File: src/rtl/map_fill_engine.sv
// Rectangle-fill engine for tile map port B: CPU register block, fill sequencer,
// and the port B mux that gives the CPU priority over engine writes.
module map_fill_engine #(
   parameter int ROW_BITS  = 5,
   parameter int COL_BITS  = 5,
   parameter int TILE_BITS = 8
) (
   input  logic                 clock,
   input  logic                 reset,
   input  logic                 cs,
   input  logic                 read,
   input  logic                 write,
   input  logic [15:0]          low_address,
   input  logic [31:0]          data_in,
   output logic [31:0]          data_out,
   input  logic                 cpu_map_cs,
   input  logic                 cpu_map_read,
   input  logic                 cpu_map_write,
   input  logic [ROW_BITS-1:0]  cpu_row_index,
   input  logic [COL_BITS-1:0]  cpu_col_index,
   input  logic [TILE_BITS-1:0] cpu_map_data,
   output logic                 map_cs,
   output logic                 map_read,
   output logic                 map_write,
   output logic [ROW_BITS-1:0]  map_row_index,
   output logic [COL_BITS-1:0]  map_col_index,
   output logic [TILE_BITS-1:0] map_data,
   output logic                 busy,
   output logic                 irq
);

   typedef enum logic {S_IDLE, S_FILL} state_t;

   state_t               r_state, w_next;
   logic [ROW_BITS-1:0]  r_dest_row, r_cur_row;
   logic [COL_BITS-1:0]  r_dest_col, r_cur_col;
   logic [COL_BITS:0]    r_width, r_col_cnt;
   logic [ROW_BITS:0]    r_height, r_row_cnt;
   logic [TILE_BITS-1:0] r_value;
   logic                 r_done, r_irq_en;

   logic [1:0]  w_sel;
   logic        w_wr, w_ctrl_wr, w_start, w_abort, w_clear;
   logic        w_busy, w_size_ok, w_eng, w_col_more, w_row_more;
   logic [31:0] w_rdata;
   logic        w_unused;

   assign w_sel      = low_address[3:2];
   assign w_wr       = cs & write;
   assign w_ctrl_wr  = w_wr && (w_sel == 2'd0);
   assign w_abort    = w_ctrl_wr & data_in[1];
   assign w_start    = w_ctrl_wr & data_in[0] & ~data_in[1];
   assign w_clear    = w_ctrl_wr & data_in[2];
   assign w_busy     = (r_state == S_FILL);
   assign w_size_ok  = (r_width != '0) && (r_height != '0);
   // An abort arriving this cycle also suppresses this cycle's engine write
   assign w_eng      = w_busy & ~cpu_map_cs & ~w_abort;
   assign w_col_more = r_col_cnt > (COL_BITS+1)'(1);
   assign w_row_more = r_row_cnt > (ROW_BITS+1)'(1);
   assign w_unused   = ^{low_address, data_in};

   always_ff @(posedge clock) begin
      if (reset) r_state <= S_IDLE;
      else       r_state <= w_next;
   end

   always_comb begin
      w_next = r_state;
      case (r_state)
         S_IDLE: if (w_start && w_size_ok) w_next = S_FILL;
         S_FILL: begin
            if (w_abort) w_next = S_IDLE;
            else if (w_eng && !w_col_more && !w_row_more) w_next = S_IDLE;
         end
         default: w_next = S_IDLE;
      endcase
   end

   always_ff @(posedge clock) begin
      if (reset) begin
         r_dest_row <= '0;
         r_dest_col <= '0;
         r_width    <= '0;
         r_height   <= '0;
         r_value    <= '0;
         r_done     <= 1'b0;
         r_irq_en   <= 1'b0;
         r_cur_row  <= '0;
         r_cur_col  <= '0;
         r_col_cnt  <= '0;
         r_row_cnt  <= '0;
      end else begin
         if (w_ctrl_wr) r_irq_en <= data_in[3];
         if (w_wr && !w_busy) begin
            case (w_sel)
               2'd1: begin
                  r_dest_row <= data_in[ROW_BITS+7:8];
                  r_dest_col <= data_in[COL_BITS-1:0];
               end
               2'd2: begin
                  r_height <= data_in[ROW_BITS+8:8];
                  r_width  <= data_in[COL_BITS:0];
               end
               2'd3:    r_value <= data_in[TILE_BITS-1:0];
               default: ;
            endcase
         end
         if (w_clear) r_done <= 1'b0;
         // Start is evaluated after clear_done so its outcome overrides it
         if (!w_busy && w_start) begin
            if (w_size_ok) begin
               r_cur_row <= r_dest_row;
               r_cur_col <= r_dest_col;
               r_col_cnt <= r_width;
               r_row_cnt <= r_height;
               r_done    <= 1'b0;
            end else begin
               r_done    <= 1'b1;
            end
         end
         if (w_eng) begin
            if (w_col_more) begin
               r_cur_col <= r_cur_col + 1'b1;
               r_col_cnt <= r_col_cnt - 1'b1;
            end else if (w_row_more) begin
               r_cur_col <= r_dest_col;
               r_col_cnt <= r_width;
               r_cur_row <= r_cur_row + 1'b1;
               r_row_cnt <= r_row_cnt - 1'b1;
            end else begin
               r_done    <= 1'b1;
            end
         end
      end
   end

   always_comb begin
      map_cs        = cpu_map_cs;
      map_read      = cpu_map_read;
      map_write     = cpu_map_write;
      map_row_index = cpu_row_index;
      map_col_index = cpu_col_index;
      map_data      = cpu_map_data;
      if (w_eng) begin
         map_cs        = 1'b1;
         map_read      = 1'b0;
         map_write     = 1'b1;
         map_row_index = r_cur_row;
         map_col_index = r_cur_col;
         map_data      = r_value;
      end
   end

   always_comb begin
      w_rdata = '0;
      case (w_sel)
         2'd0: begin
            w_rdata[0] = w_busy;
            w_rdata[1] = r_done;
            w_rdata[3] = r_irq_en;
         end
         2'd1: begin
            w_rdata[ROW_BITS+7:8] = r_dest_row;
            w_rdata[COL_BITS-1:0] = r_dest_col;
         end
         2'd2: begin
            w_rdata[ROW_BITS+8:8] = r_height;
            w_rdata[COL_BITS:0]   = r_width;
         end
         default: w_rdata[TILE_BITS-1:0] = r_value;
      endcase
   end

   assign data_out = (cs & read) ? w_rdata : 32'd0;
   assign busy     = w_busy;
   assign irq      = r_done & r_irq_en;

endmodule
File: config.mk
export PLATFORM = sky130hd
export DESIGN_NAME = map_fill_engine
export DESIGN_NICKNAME = d
export VERILOG_FILES = /design/src/rtl/map_fill_engine.sv
export SDC_FILE = /design/constraint.sdc
export NUM_CORES = 1
export LEC_CHECK = 0
export ABC_AREA = 1
export BUFFER_PORTS_ARGS = -buffer_cell sky130_fd_sc_hd__buf_4
export CAP_MARGIN = 30
export CORE_ASPECT_RATIO = 2
export CORE_UTILIZATION = 40
export DETAILED_ROUTE_END_ITERATION = 7
export GPL_ROUTABILITY_DRIVEN = 0
export PLACE_DENSITY = 0.8
export SLEW_MARGIN = 5
export SYNTH_ARGS = -nofsm -noshare
export SYNTH_HDL_FRONTEND = slang
export SYNTH_SLANG_ARGS = --single-unit
File: constraint.sdc
create_clock -name clock -period 1.4 [get_ports clock]
set_input_delay 0.07 -clock clock [delete_from_list [all_inputs] [get_ports clock]]
set_output_delay 0.07 -clock clock [all_outputs]
set_load 0.005 [all_outputs]
==> flow_summary_export.csv <==
group,metric,value,unit
route,drtIter0Drc,422,
cts,clkTransAtPathRegs,0.07,ns
setup_path,crit_arrival,1.84,ns
logic_synthesis,yosys.area.top_type,"dfxtp_1",
placement,numPortBuffers,78,
timing,fin_skew,0.00523,ns
logic_synthesis,ys.flop_type,"dfxtp_1",
finish,stdcell_area,0.00540,mm2
setup_path,crit_cells,10,
finish,syn_to_final_growth,51.2,%
timing,min_period,1.65,ns
cts,clock-sinks,55,
placement,hpwl,8.20,mm
finish,nets,746,
setup_path,crit_fanout,6,
setup_path,rr_endpoint,"r_cur_col[1]",
logic_synthesis,netlist_area,0.00357,mm2
timing,slew_violations,0,
grt,grt_overflow,0,
die,die_h,136,um
cts,clockRootBuffer,"clkbuf_16",
route,ant_nets,0,
cts,clk_path_buf_depth,2,
setup_path,end_kind,"flip-flop",
placement,postPlaceCellArea,0.00453,mm2
timing,rsz0062_at_grt,"yes",
die,io_pins,129,
die,core_area,0.00865,mm2
setup_path,crit_end,"r_cur_col[1]",
timing,setup_ws,-0.249,ns
setup_path,start_kind,"flip-flop",
setup_path,r2r_slack,-0.25,ns
grt,grt_max_degree,38,
setup_path,cpMaxStageDelayCell,"dfxtp_2",
logic_synthesis,syn_area_per_cell,6.72,um2
timing,setup_viol,45,
grt,antenna_found_initial,0,
grt,grt_pass1_wl,18.3,mm
status,violations,"negative setup slack",
setup_path,required,1.59,ns
logic_synthesis,synth_seq_area_share,0.309,
logic_synthesis,ys_warn_count,0,
logic_synthesis,async_flop_share,0,
cts,cts_buffers,5,
timing,clock.fmax,607,MHz
flow_run,max_cap_violations,0,
setup_path,path_class,"reg2reg",
timing,period_share,1.18,
route,wl_per_cell,17.7,um
logic_synthesis,yosysUniqueCellTypes,37,
finish,drive_gt1_frac,0.390,
route,wirelength,13.5,mm
setup_path,cp_num_buf_inv,2,
grt,grt_pass1_vias,4008,
setup_path,crit_chain,"inv_2 -> ha_4 -> nor2_4 -> nor2_4 -> nor2_8 -> buf_6 -> nand3_1 -> nand3_1 -> nor2_1 -> nor2_1",
pwr,ir_drop,0.614,mV
die,dieWidth,68.8,um
route,drc,0,
hold_path,min_path_type,"in2reg",
setup_path,crit-reg2reg-launch,"r_row_cnt[0]",
die,fp-row-count,48,
logic_synthesis,synth_seq_cells,55,
status,status,"complete, but fails checks",
logic_synthesis,syn_inst,531,
timing,holdWs,0.0484,ns
grt,grtUsageTotal,0.265,
die,die_area,0.00932,mm2
cts,cts-htree-levels,2,
finish,antenna-diode-count,0,
route,via_per_inst,5.64,
route,via_count,4300,
pwr,powerDensity,650,mW/mm2
route,dr.pass1.iters,5,
logic_synthesis,synth_enable_flop_cells,0,
setup_path,cp_top_family,"simple AND/OR/NAND/NOR gates",
die,floorplan.initialDensity,0.412,
cts,cts_tree,"done",
logic_synthesis,synthDominantCellAreaShare,0.309,
timing,hold_violations,0,
logic_synthesis,yosysMostFrequentCell,"nand2_1",
logic_synthesis,ys_top_cells_by_count,"nand2_1, inv_1, dfxtp_1",
cts,ctsHoldBuffers,0,
setup_path,startpoint,"r_row_cnt[0]",
pwr,cellLeakagePower,2.44,nW
setup_path,rr_worst_depth,10,
cts,clock_latency,0.30,ns
setup_path,slowest_delay,0.35,ns
logic_synthesis,synth.top_cells.by_area,"dfxtp_1, nand2_1, a21oi_1",
metal layers:
metal  track usage  share of wire  routed length (um)  vias to the layer above
li1              -              -                   -                     1964
met1         0.252           0.32                4360                     1987
met2         0.461           0.53                7110                      257
met3        0.0370          0.064                 862                       92
met4         0.238          0.087                1180                        0
met5             0              0                   0                        -
cell families after synthesis:
kind of cell | after synthesis | share of synthesized area
and+or+nand+nor | 220 | 0.287
AOI/OAI and AO/OA | 123 | 0.193
buffers and inverters | 111 | 0.147
DFF | 55 | 0.309
adders and majority gates | 11 | 0.0386
xor gates and xnor gates | 10 | 0.0246
other | 1 | 0.00105
cell usage in the layout, fill, tap and decap left out, types with 6 or more instances in the layout:
cell / n
buf_12: 7
nand2_2: 11
nand4_1: 12
nor2_1: 43
nor2_4: 10
conb_1: 18
ha_1: 6
buf_4: 126
nand3_1: 31
dfxtp_1: 50
inv_1: 55
o21ai_0: 32
inv_2: 8
nand2_1: 81
a21oi_1: 45
buf_6: 7
clkbuf_16: 7
nand2_4: 15
o21ai_2: 18
state kept, by name (all words and copies together) (netlist names):
| register | cells |
|---|---|
| r_width | 6 |
| r_row_cnt | 6 |
| r_value | 8 |
| r_height | 6 |
| r_col_cnt | 6 |
| r_cur_col | 5 |
| r_dest_row | 5 |
| r_irq_en | 1 |
| r_done | 1 |
| r_dest_col | 5 |
| r_cur_row | 5 |
| busy | 1 |
where the power goes:
group	leakage (nW)	switching (mW)	internal, mW
clock	0.0731	0.618	0.717
sequential	0.448	0.0202	1.59
combinational	1.92	0.313	0.250
total	2.44	0.951	2.56
tightest hold or removal path, stage by stage:
cell,delay [ns]
buf_4,0.08
o21ai_0,0.07
a21oi_1,0.10
area by class of cell:
cell class	instances	area (um2)
Inverter	68	267
Clock buffer	6	139
Timing Repair Buffer	147	1330
Multi-Input combinational cell	384	2410
Sequential cell	55	1110
Tap cell	100	125
Clock inverter	2	16.3
Fill cell	679	3250
metrics by stage:
stage / cells / util / setup WS, ns / total power, mW / TNS [ns]
6_report: 762 / 0.624 / -0.249 / 3.51 / -6.07
5_1_grt: 762 / 0.624 / -0.333 / 3.62 / -9.16
4_1_cts: 755 / 0.588 / -0.102 / 3.46 / -2.51
3_5_place_dp: 731 / 0.524 / -0.248 / 2.12 / -4.49
3_3_place_gp: 731 / 0.524 / -0.167 / 2.11 / -2.80
2_1_floorplan: 548 / - / -0.0167 / 1.89 / -0.0426
how the worst min path moves through the flow:
stage / start / end / slack [ns] / depth (start not counted)
2_1_floorplan: cpu_map_read / map_read / 0.21 / 2
3_3_place_gp: data_in[8] / r_height[0] / 0.36 / 3
3_5_place_dp: data_in[10] / r_height[2] / 0.36 / 3
4_1_cts: data_in[10] / r_height[2] / 0.05 / 3
5_1_grt: data_in[4] / r_width[4] / 0.07 / 3
6_report: data_in[10] / r_height[2] / 0.05 / 3
what timing repair did:
action                                  CTS  global route
setup buffers                            11             5
gates cloned                              5             2
gates resized for setup                  69            54
pin swaps                                 4            14
endpoints found under the setup margin   45            64
Note: power is estimated with default switching activity, not from simulation.
